==> src/rtl/one_port_mem_arbiter_2048_8_if.sv <==
// Client-side bundle for the two-port arbiter: request/ready handshake and read responses.
// The client drives the master side; the arbiter implements the slave side.
interface one_port_mem_arbiter_2048_8_if #(
    parameter int ADDR_W = 11,
    parameter int DATA_W = 8
);
    logic              req0_valid;
    logic              req0_ready;
    logic              req0_we;
    logic [ADDR_W-1:0] req0_addr;
    logic [DATA_W-1:0] req0_wdata;
    logic              rsp0_valid;
    logic [DATA_W-1:0] rsp0_rdata;

    logic              req1_valid;
    logic              req1_ready;
    logic              req1_we;
    logic [ADDR_W-1:0] req1_addr;
    logic [DATA_W-1:0] req1_wdata;
    logic              rsp1_valid;
    logic [DATA_W-1:0] rsp1_rdata;

    modport master (
        output req0_valid, req0_we, req0_addr, req0_wdata,
        output req1_valid, req1_we, req1_addr, req1_wdata,
        input  req0_ready, rsp0_valid, rsp0_rdata,
        input  req1_ready, rsp1_valid, rsp1_rdata
    );

    modport slave (
        input  req0_valid, req0_we, req0_addr, req0_wdata,
        input  req1_valid, req1_we, req1_addr, req1_wdata,
        output req0_ready, rsp0_valid, rsp0_rdata,
        output req1_ready, rsp1_valid, rsp1_rdata
    );
endinterface

==> src/rtl/one_port_mem_arbiter_2048_8.sv <==
// Shares one single-port 2048x8 macro between two clients: clears it after reset,
// then grants one access per cycle (round-robin or fixed priority) and steers read data back.
module one_port_mem_arbiter_2048_8 #(
    parameter int              ADDR_W     = 11,
    parameter int              DATA_W     = 8,
    parameter int              INIT_EN    = 1,
    parameter logic [DATA_W-1:0] INIT_VALUE = 8'h00,
    parameter int              FIXED_PRI  = 0
) (
    input  logic              CLK,
    input  logic              RST,
    one_port_mem_arbiter_2048_8_if.slave bus,
    output logic              init_done,
    output logic [ADDR_W-1:0] mem_A,
    output logic [DATA_W-1:0] mem_D,
    output logic              mem_CEN,
    output logic              mem_WEN,
    output logic              mem_OEN,
    input  logic [DATA_W-1:0] mem_Q
);
    typedef enum logic {ST_INIT, ST_RUN} state_t;

    state_t            state_reg;
    logic [ADDR_W-1:0] clr_addr_reg;
    logic              last_reg;      // 1 = port 1 was granted most recently
    logic [ADDR_W-1:0] mem_a_reg;
    logic [DATA_W-1:0] mem_d_reg;

    logic [1:0]        req_valid;
    logic [1:0]        req_we;
    logic [ADDR_W-1:0] req_addr [2];
    logic [DATA_W-1:0] req_wdata [2];
    logic [1:0]        rsp_valid;
    logic [DATA_W-1:0] rsp_rdata [2];

    logic              run_en;
    logic              clr_en;
    logic              tie_to_0;
    logic [1:0]        grant;
    logic              win;
    logic              access;
    logic [ADDR_W-1:0] acc_a;
    logic [DATA_W-1:0] acc_d;

    always_comb begin
        req_valid    = {bus.req1_valid, bus.req0_valid};
        req_we       = {bus.req1_we, bus.req0_we};
        req_addr[0]  = bus.req0_addr;
        req_addr[1]  = bus.req1_addr;
        req_wdata[0] = bus.req0_wdata;
        req_wdata[1] = bus.req1_wdata;
    end

    // RST gates pins combinationally so nothing reaches the macro while reset is held.
    always_comb begin
        run_en   = ~RST & ((state_reg == ST_RUN) | (INIT_EN == 0));
        clr_en   = ~RST & (state_reg == ST_INIT) & (INIT_EN != 0);
        tie_to_0 = (FIXED_PRI != 0) | last_reg;
        grant    = 2'b00;
        if (run_en) begin
            if (req_valid[0] && (!req_valid[1] || tie_to_0)) begin
                grant = 2'b01;
            end else if (req_valid[1]) begin
                grant = 2'b10;
            end
        end
        win    = grant[1];
        access = clr_en | (|grant);
        acc_a  = clr_en ? clr_addr_reg : req_addr[win];
        acc_d  = clr_en ? INIT_VALUE : req_wdata[win];
    end

    assign mem_A     = access ? acc_a : mem_a_reg;
    assign mem_D     = access ? acc_d : mem_d_reg;
    assign mem_CEN   = ~access;
    assign mem_WEN   = clr_en ? 1'b0 : ((|grant) ? ~req_we[win] : 1'b1);
    assign mem_OEN   = 1'b0;
    assign init_done = run_en;

    always_ff @(posedge CLK) begin
        if (RST) begin
            state_reg    <= ST_INIT;
            clr_addr_reg <= '0;
            last_reg     <= 1'b1;
            mem_a_reg    <= '0;
            mem_d_reg    <= '0;
        end else begin
            if (access) begin
                mem_a_reg <= acc_a;
                mem_d_reg <= acc_d;
            end
            if (clr_en) begin
                clr_addr_reg <= clr_addr_reg + 1'b1;
                if (clr_addr_reg == '1) begin
                    state_reg <= ST_RUN;
                end
            end
            if (INIT_EN == 0) begin
                state_reg <= ST_RUN;
            end
            if (|grant) begin
                last_reg <= win;
            end
        end
    end

    // The macro registers Q, so a read granted now is answered next cycle.
    for (genvar gi = 0; gi < 2; gi++) begin : g_rsp
        logic rd_port_reg;
        always_ff @(posedge CLK) begin
            if (RST) begin
                rd_port_reg <= 1'b0;
            end else begin
                rd_port_reg <= grant[gi] & ~req_we[gi];
            end
        end
        assign rsp_valid[gi] = rd_port_reg & ~RST;
        assign rsp_rdata[gi] = rsp_valid[gi] ? mem_Q : '0;
    end

    assign bus.req0_ready = grant[0];
    assign bus.req1_ready = grant[1];
    assign bus.rsp0_valid = rsp_valid[0];
    assign bus.rsp1_valid = rsp_valid[1];
    assign bus.rsp0_rdata = rsp_rdata[0];
    assign bus.rsp1_rdata = rsp_rdata[1];
endmodule

==> src/flat_wrapper.sv <==
// flat-port wrapper written by rule: the top's interface ports become plain ports
module one_port_mem_arbiter_2048_8_flat 
#(
    parameter int              ADDR_W     = 11,
    parameter int              DATA_W     = 8,
    parameter int              INIT_EN    = 1,
    parameter logic [DATA_W-1:0] INIT_VALUE = 8'h00,
    parameter int              FIXED_PRI  = 0
)
  (CLK, RST, init_done, mem_A, mem_D, mem_CEN, mem_WEN, mem_OEN, mem_Q, bus_req0_valid, bus_req0_we, bus_req0_addr, bus_req0_wdata, bus_req1_valid, bus_req1_we, bus_req1_addr, bus_req1_wdata, bus_req0_ready, bus_rsp0_valid, bus_rsp0_rdata, bus_req1_ready, bus_rsp1_valid, bus_rsp1_rdata);
  one_port_mem_arbiter_2048_8_if #(.ADDR_W(ADDR_W), .DATA_W(DATA_W)) bus_i ();
  input  logic CLK;
  input  logic RST;
  output logic init_done;
  output logic [ADDR_W-1:0] mem_A;
  output logic [DATA_W-1:0] mem_D;
  output logic mem_CEN;
  output logic mem_WEN;
  output logic mem_OEN;
  input  logic [DATA_W-1:0] mem_Q;
  input wire logic [$bits(bus_i.req0_valid)-1:0] bus_req0_valid;
  input wire logic [$bits(bus_i.req0_we)-1:0] bus_req0_we;
  input wire logic [$bits(bus_i.req0_addr)-1:0] bus_req0_addr;
  input wire logic [$bits(bus_i.req0_wdata)-1:0] bus_req0_wdata;
  input wire logic [$bits(bus_i.req1_valid)-1:0] bus_req1_valid;
  input wire logic [$bits(bus_i.req1_we)-1:0] bus_req1_we;
  input wire logic [$bits(bus_i.req1_addr)-1:0] bus_req1_addr;
  input wire logic [$bits(bus_i.req1_wdata)-1:0] bus_req1_wdata;
  output wire logic [$bits(bus_i.req0_ready)-1:0] bus_req0_ready;
  output wire logic [$bits(bus_i.rsp0_valid)-1:0] bus_rsp0_valid;
  output wire logic [$bits(bus_i.rsp0_rdata)-1:0] bus_rsp0_rdata;
  output wire logic [$bits(bus_i.req1_ready)-1:0] bus_req1_ready;
  output wire logic [$bits(bus_i.rsp1_valid)-1:0] bus_rsp1_valid;
  output wire logic [$bits(bus_i.rsp1_rdata)-1:0] bus_rsp1_rdata;
  assign bus_i.req0_valid = bus_req0_valid;
  assign bus_i.req0_we = bus_req0_we;
  assign bus_i.req0_addr = bus_req0_addr;
  assign bus_i.req0_wdata = bus_req0_wdata;
  assign bus_i.req1_valid = bus_req1_valid;
  assign bus_i.req1_we = bus_req1_we;
  assign bus_i.req1_addr = bus_req1_addr;
  assign bus_i.req1_wdata = bus_req1_wdata;
  assign bus_req0_ready = bus_i.req0_ready;
  assign bus_rsp0_valid = bus_i.rsp0_valid;
  assign bus_rsp0_rdata = bus_i.rsp0_rdata;
  assign bus_req1_ready = bus_i.req1_ready;
  assign bus_rsp1_valid = bus_i.rsp1_valid;
  assign bus_rsp1_rdata = bus_i.rsp1_rdata;
  one_port_mem_arbiter_2048_8 #(.ADDR_W(ADDR_W), .DATA_W(DATA_W), .INIT_EN(INIT_EN), .INIT_VALUE(INIT_VALUE), .FIXED_PRI(FIXED_PRI)) u_core (.CLK(CLK), .RST(RST), .bus(bus_i), .init_done(init_done), .mem_A(mem_A), .mem_D(mem_D), .mem_CEN(mem_CEN), .mem_WEN(mem_WEN), .mem_OEN(mem_OEN), .mem_Q(mem_Q));
endmodule
==> config.mk <==
export PLATFORM = sky130hd
export DESIGN_NAME = one_port_mem_arbiter_2048_8_flat
export DESIGN_NICKNAME = d
export VERILOG_FILES = /design/src/rtl/one_port_mem_arbiter_2048_8_if.sv /design/src/rtl/one_port_mem_arbiter_2048_8.sv /design/src/flat_wrapper.sv
export SDC_FILE = /design/constraint.sdc
export NUM_CORES = 1
export LEC_CHECK = 0
export CORE_MARGIN = 4
export CORE_UTILIZATION = 30
export DETAILED_ROUTE_END_ITERATION = 7
export SLEW_MARGIN = 30
export SYNTH_ARGS = -nofsm -noshare
export SYNTH_HDL_FRONTEND = slang
export SYNTH_SLANG_ARGS = --single-unit
==> constraint.sdc <==
create_clock -name CLK -period 2.5 [get_ports CLK]
set_clock_uncertainty 0.2 [all_clocks]
set_input_delay 0.25 -clock CLK [delete_from_list [all_inputs] [get_ports CLK]]
set_output_delay 0.25 -clock CLK [all_outputs]
set_load 0.005 [all_outputs]
# After elaboration in Yosys (flattened, before gate mapping)
# Cells that the tools add are included.
# totals
ff_bits,34
latch_bits,0
mem_bits_rw,0
rom_bits,0
input_bits,52
output_inout_bits,43
memories,0
# classes
addsub,1
multipliers,0
div_mod_pow,0
n_lt_le_gt_ge,2
eq_ne,1
shifts,0
n_mux,19
bitwise,14
reduce_logical,5
# ops
cell,count
two-way mux 8 bit,7
two-way mux 11 bit,5
"adder 11 x 1 -> 11 bit, second input constant",1
"== test 11 bit, second input constant",1
bitwise AND 1 bit,6
two-way mux 2 bit,3
NOT 1 bit,6
two-way mux 1 bit,4
"greater-or-equal comparator 2 bit, second input constant",1
"less-than comparator 1 x 2 -> 1 bit, second input constant",1
NOT 1 -> 2 bit,1
AND reduction 2 bit,1
OR reduction 2 bit,1
logical AND 1 bit,1
zero test 1 bit,1
logical OR 1 bit,1
OR 1 bit,1

# Longest topological paths before layout
# Gate-level depths: netlist (run 1).
# depth
ltp_word,11
mapped_depth,8

# Worst setup path after synthesis (run 1)
# No wires, ideal clock.
# synth_path
kind,input -> output
startpoint,in RST
endpoint,out mem_A[3]
arrival_ps,1295
required_time_ps,2050
slack_ps,755
path_stages,6
path_buffers,2
path_cell_list,clkbuf_1 a21oi_2 inv_2 clkbuf_1 a22oi_1 o21ai_0
# synth_via
elab_chain_len,9
word_cells_on_any_way,12
cone_classes,6 x mux; 5 x bitwise; 1 x reduce/logical
# synth_rtl
element,line_no,text
start: declaration,flat_wrapper.sv:13,input logic RST;
NOT 1 bit (*),"one_port_mem_arbiter_2048_8.sv:56, one_port_mem_arbiter_2048_8.sv:57",
bitwise AND 1 bit,one_port_mem_arbiter_2048_8.sv:56,run_en = ~RST & ((state_reg == ST_RUN) | (INIT_EN == 0));
two-way mux 2 bit,one_port_mem_arbiter_2048_8.sv:60,if (run_en) begin
NOT 1 -> 2 bit (not written as such),one_port_mem_arbiter_2048_8.sv:69,acc_a = clr_en ? clr_addr_reg : req_addr[win];
two-way mux 11 bit (not written as such) (3 in series),one_port_mem_arbiter_2048_8.sv:69,
two-way mux 11 bit,one_port_mem_arbiter_2048_8.sv:69,
two-way mux 11 bit (*),one_port_mem_arbiter_2048_8.sv:73,assign mem_A = access ? acc_a : mem_a_reg;
end: declaration,flat_wrapper.sv:15,output logic [ADDR_W-1:0] mem_A;
# Every way passes the cells marked *; elsewhere a longest branch is shown, timed or not. The select of a mux whose other input is x is not followed.

# Worst setup path after layout (run 1)
# layout_path
startpoint,reg u_core.last_reg
endpoint,out mem_A[2]
# layout_via
elab_chain_len,10
word_cells_on_any_way,12
cone_classes,7 x mux; 2 x bitwise; 3 x reduce/logical
# layout_rtl
element,line_no,text
start: declaration,one_port_mem_arbiter_2048_8.sv:25,logic last_reg;
start signal: assignment,one_port_mem_arbiter_2048_8.sv:102,last_reg <= win;
logical OR 1 bit (*),one_port_mem_arbiter_2048_8.sv:61,if (req_valid[0] && (!req_valid[1] || tie_to_0)) begin
logical AND 1 bit (*),one_port_mem_arbiter_2048_8.sv:61,
two-way mux 2 bit (*),one_port_mem_arbiter_2048_8.sv:61,
two-way mux 2 bit (*),one_port_mem_arbiter_2048_8.sv:60,
NOT 1 -> 2 bit (not written as such),one_port_mem_arbiter_2048_8.sv:69,
two-way mux 11 bit (not written as such) (3 in series),one_port_mem_arbiter_2048_8.sv:69,
two-way mux 11 bit,one_port_mem_arbiter_2048_8.sv:69,
two-way mux 11 bit (*),one_port_mem_arbiter_2048_8.sv:73,
# Marks and branches as above.

==> metrics.txt, run 1 <==
GRT Total Usage 0.1513; initial drt markers 73; critical path class register to output port; static leakage 0.001349 µW; Post-route DRC 0; First-pass DRT Iterations 4; Die Ht 89.72 µm; CP Max Fanout 10; IO Count 95; Worst Min Path Start RST; Core Rows 29; initial antenna violation count 0; Min-Delay Path Class primary input to register; Final Util 0.5233; worst r2r src u_core.clr_addr_reg[0]; r2r setup slk 0.74 ns; # Max-Cap Violations 0; DP HPWL 4796 µm; CTS buffer count 5; Mean Syn Cell Area 8.045 µm²; CTS tree built; worst path required time 2.05 ns; met3 wire length 218 µm; syn_nets 302; Worst slew margin 0.6668; drt wl/cell 13.99 µm; fillers 621; Post-synth EDFFs 0; async set or reset register ratio after synthesis 0; Yosys top cell by area dfxtp_1; crit end category output port; PortBufs 93; Worst VDD drop 0.0002733 V; WP data arrival 1.92 ns; placed cell count 430; grt ovf 0; RSZ-0062 raised after global routing false; top post-synthesis cells by area dfxtp_1 34%, nor2b_1 6.9%, mux2i_1 5.5%; worst-skew pair later-pin latency 0.28 ns; post-layout minimum cycle time 2.375 ns; Antenna diodes 0; final number of setup-violating endpoints 0; Tcrit/Tclk final 0.9499; power density over the cells 376.6 nW/µm²; Post-Route WL 6129 µm; clk root buf clkbuf_8; most common flop cell mapped by yosys dfxtp_1; Area Overhead vs Synth 67.77%; final hold violation count 0; critical path launch point type register; register area share after synthesis 0.3398; routed length on met1 2844 µm; synthesized cell area 2003 µm²; die area 8049 µm²; met2 wire len 2988 µm; unique cell type count in the Yosys netlist 39; Synth Register Bits 34; # H-tree levels 2; top-area cell type share of the netlist area 0.3398; R2R depth 5; DP Worst Slack -0.1282 ns; Worst-Margin Slew 0.4993 ns; CTS Sinks 34; Initial Util 0.3119; Post-synth top cells 34 x dfxtp_1, 22 x nor2b_1, 20 x a21oi_1; first-pass GRT wire length 10210 µm; Nets 413; CTS Buffer Depth 2; GP Congestion 0.7529; status completed; PnR worst setup slack 0.1253 ns; uppermost layer routed met4; most frequent cell after synthesis dfxtp_1; max frequency 0.4211 GHz; Crit Reg-Reg Endpoint u_core.clr_addr_reg[7]; Core Footprint 6422 µm²; crit path from u_core.last_reg; Ys Warns 0; Final Max Tran Viols 0; Clock Pin Slew Worst Setup and Hold Paths 0.07 ns; vias in the first global route 2064; die width 89.72 µm; layout cells sized above 1 0.1524; routed vias/inst 4.865; post-route insts no fill 438; largest net degree at the start of global routing 23; Post-DRT Antenna Nets 0; crit path capture mem_A[2]; total number of vias 2131; post-synthesis instance total 249
## through the flow
| stage | hold WS, ns | instance area, µm² | power [µW] | setup TNS (ns) |
|---|---|---|---|---|
| after detailed placement | 0.3455 | 3198 | 782.7 | -1.258 |
| after floorplan | 0.1224 | 2003 | 643.4 | 0 |
| final | 0.3187 | 3361 | 1266 | 0 |
| after global placement | 0.3325 | 3198 | 782.2 | -1.288 |
| after CTS | 0.3113 | 3353 | 1283 | -0.0001514 |
| after global routing | 0.3290 | 3361 | 1322 | 0 |
## logic make-up (layout without fill, tap and decap cells)
| family | count (synthesis) | count (layout) | synth area share |
|---|---|---|---|
| AO/OA/AOI/OAI | 79 | 79 | 0.2517 |
| XOR/XNOR | 7 | 7 | 0.03061 |
| adder cells (fa/ha/maj) | 1 | 1 | 0.006245 |
| buffers and inverters | 34 | 146 | 0.07683 |
| flip-flops | 34 | 34 | 0.3398 |
| multiplexers | 11 | 11 | 0.05497 |
| other | 1 | 1 | 0.001872 |
| AND/OR/NAND/NOR | 82 | 82 | 0.2380 |
## report_power, final
part | internal (µW) | switching, µW | total (µW)
combinational | 136 | 83.4 | 220
sequential | 548 | 7.69 | 555
clock | 298 | 192 | 491
## worst min-delay path by stage
stage / endpoint / slack, ns / depth (start not counted)
6_report: u_core.clr_addr_reg[2] / 0.32 / 3
5_1_grt: u_core.g_rsp[1].rd_port_reg / 0.33 / 2
4_1_cts: u_core.clr_addr_reg[2] / 0.31 / 3
3_5_place_dp: u_core.mem_a_reg[2] / 0.35 / 2
3_3_place_gp: u_core.clr_addr_reg[3] / 0.33 / 2
2_1_floorplan: u_core.g_rsp[1].rd_port_reg / 0.12 / 1
## critical path, cell delays in order (launching register included)
cell and delay (ns):
dfxtp_1 0.44, a21bo_4 0.28, nand2_1 0.10, a21oi_2 0.16, a221o_1 0.15, clkdlybuf4s50_1 0.51
## final cells by class
class | instances | area (µm²) | area share
inverter | 12 | 47.55 | 0.01415
clock inverter | 1 | 30.03 | 0.008935
multi-input combinational | 181 | 1222 | 0.3637
sequential | 34 | 684.4 | 0.2036
timing repair buffer | 126 | 1204 | 0.3582
tap | 77 | 96.34 | 0.02867
clock buffer | 7 | 76.32 | 0.02271
## cell usage in the layout (no fill, tap or decap), types with 2 or more instances in the layout
master / n
a21oi_2: 2
o21ai_1: 2
nor3_1: 6
nand2_1: 8
nor2_1: 14
a21oi_1: 19
mux2i_1: 11
buf_12: 2
o32ai_1: 4
clkbuf_8: 5
o32ai_2: 4
dlymetal6s2s_1: 2
buf_4: 30
nand4_1: 2
nand2b_1: 2
nor4_4: 2
dfxtp_1: 33
clkdlybuf4s50_1: 84
inv_1: 11
nand3_1: 4
dlygate4sd2_1: 7
a22oi_1: 9
a31oi_1: 12
and2_1: 16
xnor2_1: 6
o22ai_1: 10
nor2b_1: 22
o21ai_0: 10
or3_1: 2
clkbuf_1: 2
## metal layers
layer,vias up,track usage
met5,-,0
met4,0,0.03831
met3,7,0.02421
met2,49,0.2581
met1,966,0.1997
li1,1109,-
## timing repair
item                                    in CTS  in global routing
endpoints found under the setup margin      19                 15
hold buffers                                 0                  0
pin swaps                                    1                  1
buffers inserted                             0                  0
resized for setup                           18                  4
No activity file was read; power rests on OpenSTA's default activity.
==> inputs of run 2 (changes only) <==
--- a/config.mk
+++ b/config.mk
@@ -5,9 +5,9 @@
 export SDC_FILE = /design/constraint.sdc
 export NUM_CORES = 1
 export LEC_CHECK = 0
-export CORE_MARGIN = 4
 export CORE_UTILIZATION = 30
 export DETAILED_ROUTE_END_ITERATION = 7
+export GPL_ROUTABILITY_DRIVEN = 1
 export SLEW_MARGIN = 30
 export SYNTH_ARGS = -nofsm -noshare
 export SYNTH_HDL_FRONTEND = slang
==> metrics.txt, run 2 (same netlist as run 1, synthesis figures left out) <==
Switch Pwr 293.3 µW (+3.5%); routed vias/inst 4.905 (+0.81%); power density over the cells 373.5 nW/µm² (-0.84%); Core Footprint 6386 µm² (-0.57%); post-layout minimum cycle time 2.409 ns (+0.03390 ns); clk root buf clkbuf_8; CTS Sinks 34 (unchanged); Worst path most repeated cell clkdlybuf4s50_1; setup TNS 0 ns (unchanged); area occupied by registers 680.7 µm² (-0.55%); Post-DRT Antenna Nets 0 (unchanged); post-route insts no fill 440 (+0.46%); final number of setup-violating endpoints 0 (unchanged); worst r2r src u_core.state_reg; Tcrit/Tclk final 0.9635 (+0.01356); CP Max Fanout 25 (+15); CTS tree built; IO Count 95 (unchanged); Post-route DRC 0 (unchanged); clock power share 0.390 (+0.002); worst-skew pair later-pin latency 0.29 ns (about the same); Worst Hold End u_core.g_rsp[1].rd_port_reg; Initial Util 0.3137 (+0.001772); status completed; WHS 0.3402 ns (+0.02154 ns); die width 83.72 µm (-6.7%); Core Rows 29 (unchanged); # H-tree levels 2 (unchanged); Hold Buf Count CTS 0 (unchanged); Crit Reg-Reg Endpoint u_core.clr_addr_reg[9]; r2r setup slk 0.64 ns (-0.10 ns); fillers 617 (-0.64%); GP Congestion 0.7996 (+6.2%); # Max-Cap Violations 0 (unchanged); slowest CP cell clkdlybuf4s50_1; drt wl/cell 13.36 µm (-4.5%); Reg power frac 0.438 (about the same); Worst VDD drop 0.0002718 V (-0.53%); vias in the first global route 1994 (-3.4%); commonest cells after routing, fill and taps aside 79 x clkdlybuf4s50_1, 34 x dfxtp_1, 33 x buf_4; crit end category output port; CTS Buffer Depth 2 (unchanged); layout cells sized above 1 0.1653 (+0.01293); commonest non-fill, non-tap cell in the layout clkdlybuf4s50_1; die area 7008 µm² (-13%); WP data arrival 1.96 ns (+0.04 ns); Antenna diodes 0 (unchanged); GRT Total Usage 0.1659 (+0.01453); largest net degree at the start of global routing 26 (+13%); hold path cells 2 (-1); Worst Min Path Start bus_req1_we; Clock Pin Slew Worst Setup and Hold Paths 0.06 ns (about the same); CP Cell Sequence clkdlybuf4s50_1 > nand2b_1 > inv_2 > o21ai_2 > buf_12 > o21ai_0 > clkdlybuf4s50_1; multi-input logic area 1232 µm² (+0.82%); Min-Delay Path Class primary input to register; first-pass GRT wire length 9453 µm (-7.4%); placed cell count 430 (unchanged); PortBufs 93 (unchanged); Die Ht 83.72 µm (-6.7%); final hold violation count 0 (unchanged); Area Overhead vs Synth 69.96%; worst path required time 2.05 ns (about the same); max frequency 0.4152 GHz (-1.4%); First-pass DRT Iterations 4 (unchanged); critical path class primary input to output port; Post-Route WL 5880 µm (-4.1%); Final Max Tran Viols 0 (unchanged); initial drt markers 78 (+6.8%); grt ovf 0 (unchanged); R2R depth 6 (+1); static leakage 0.001500 µW (+11%); CTS buffer count 5 (unchanged); Buffers & Inverters on Critical Path 4 (+3); Max stage delay on crit path 0.52 ns (about the same); critical path's top delay family buffers and inverters; P_int 978.2 µW (-0.43%); Nets 415 (+0.48%); DP HPWL 4484 µm (-6.5%); Logic pwr share 0.172 (-0.002); Sw Share 0.2307 (+0.006824); RSZ-0062 raised after global routing false; initial antenna violation count 0 (unchanged); critical path launch point type primary input; total number of vias 2158 (+1.3%)
run 2: changes by cell type in the layout (fill, tap and decap cells not counted), moves of 2 or more:
cell / change
clkinv_2: +2
dlymetal6s2s_1: +8
clkbuf_1: -2
clkdlybuf4s50_1: -5
dlygate4sd2_1: -3
buf_4: +3
run 2: per-layer routing:
metal,part of all wire,track usage,vias to the layer above
met1,0.47,0.2156,978
met3,0.049,0.04154,9
met5,0,0,-
met4,0.018,0.04777,0
li1,-,-,1116
met2,0.46,0.2712,55
run 2: worst max-delay path by stage:
stage	start	to	cells past startpoint
6_report	RST	mem_A[6]	7
5_1_grt	RST	mem_A[5]	7
4_1_cts	bus_req1_valid	mem_D[3]	6
3_5_place_dp	bus_req0_valid	mem_A[2]	6
3_3_place_gp	bus_req0_valid	mem_A[2]	6
2_1_floorplan	RST	mem_A[3]	6
run 2: layout make-up:
cell class / count / area share
clock buffer: 5 / 0.02021
clock inverter: 3 / 0.01176
inverter: 12 / 0.01397
multi-input combinational: 181 / 0.3620
sequential: 34 / 0.1999
tap: 77 / 0.02830
timing repair buffer: 128 / 0.3638
run 2: repair_timing:
action / 4_1_cts / 5_1_grt
setup buffers: 1 / 1
setup endpoints to repair: 18 / 17
resized for setup: 11 / 14
pin swaps: 1 / 2
hold endpoints to repair: 0 / 0
run 2: power by group through the flow:
stage / clock [µW] / combinational (µW) / sequential [µW]
6_report: 496 / 219 / 557
2_1_floorplan: 0 / 76.9 / 566
4_1_cts: 508 / 218 / 556
3_5_place_dp: 0 / 212 / 569
5_1_grt: 536 / 237 / 557
3_3_place_gp: 0 / 211 / 569
run 2: stage by stage:
stage	setup WS, ns	cell area [µm²]	power [µW]	utilization
finish	0.09136	3405	1272	0.5331
global route	0.0001925	3405	1331	0.5331
CTS	0.01373	3361	1282	0.5263
detailed placement	-0.07900	3198	780.7	0.5008
global placement	-0.1056	3198	779.5	0.5008
floorplan	0.7553	2003	643.4	-
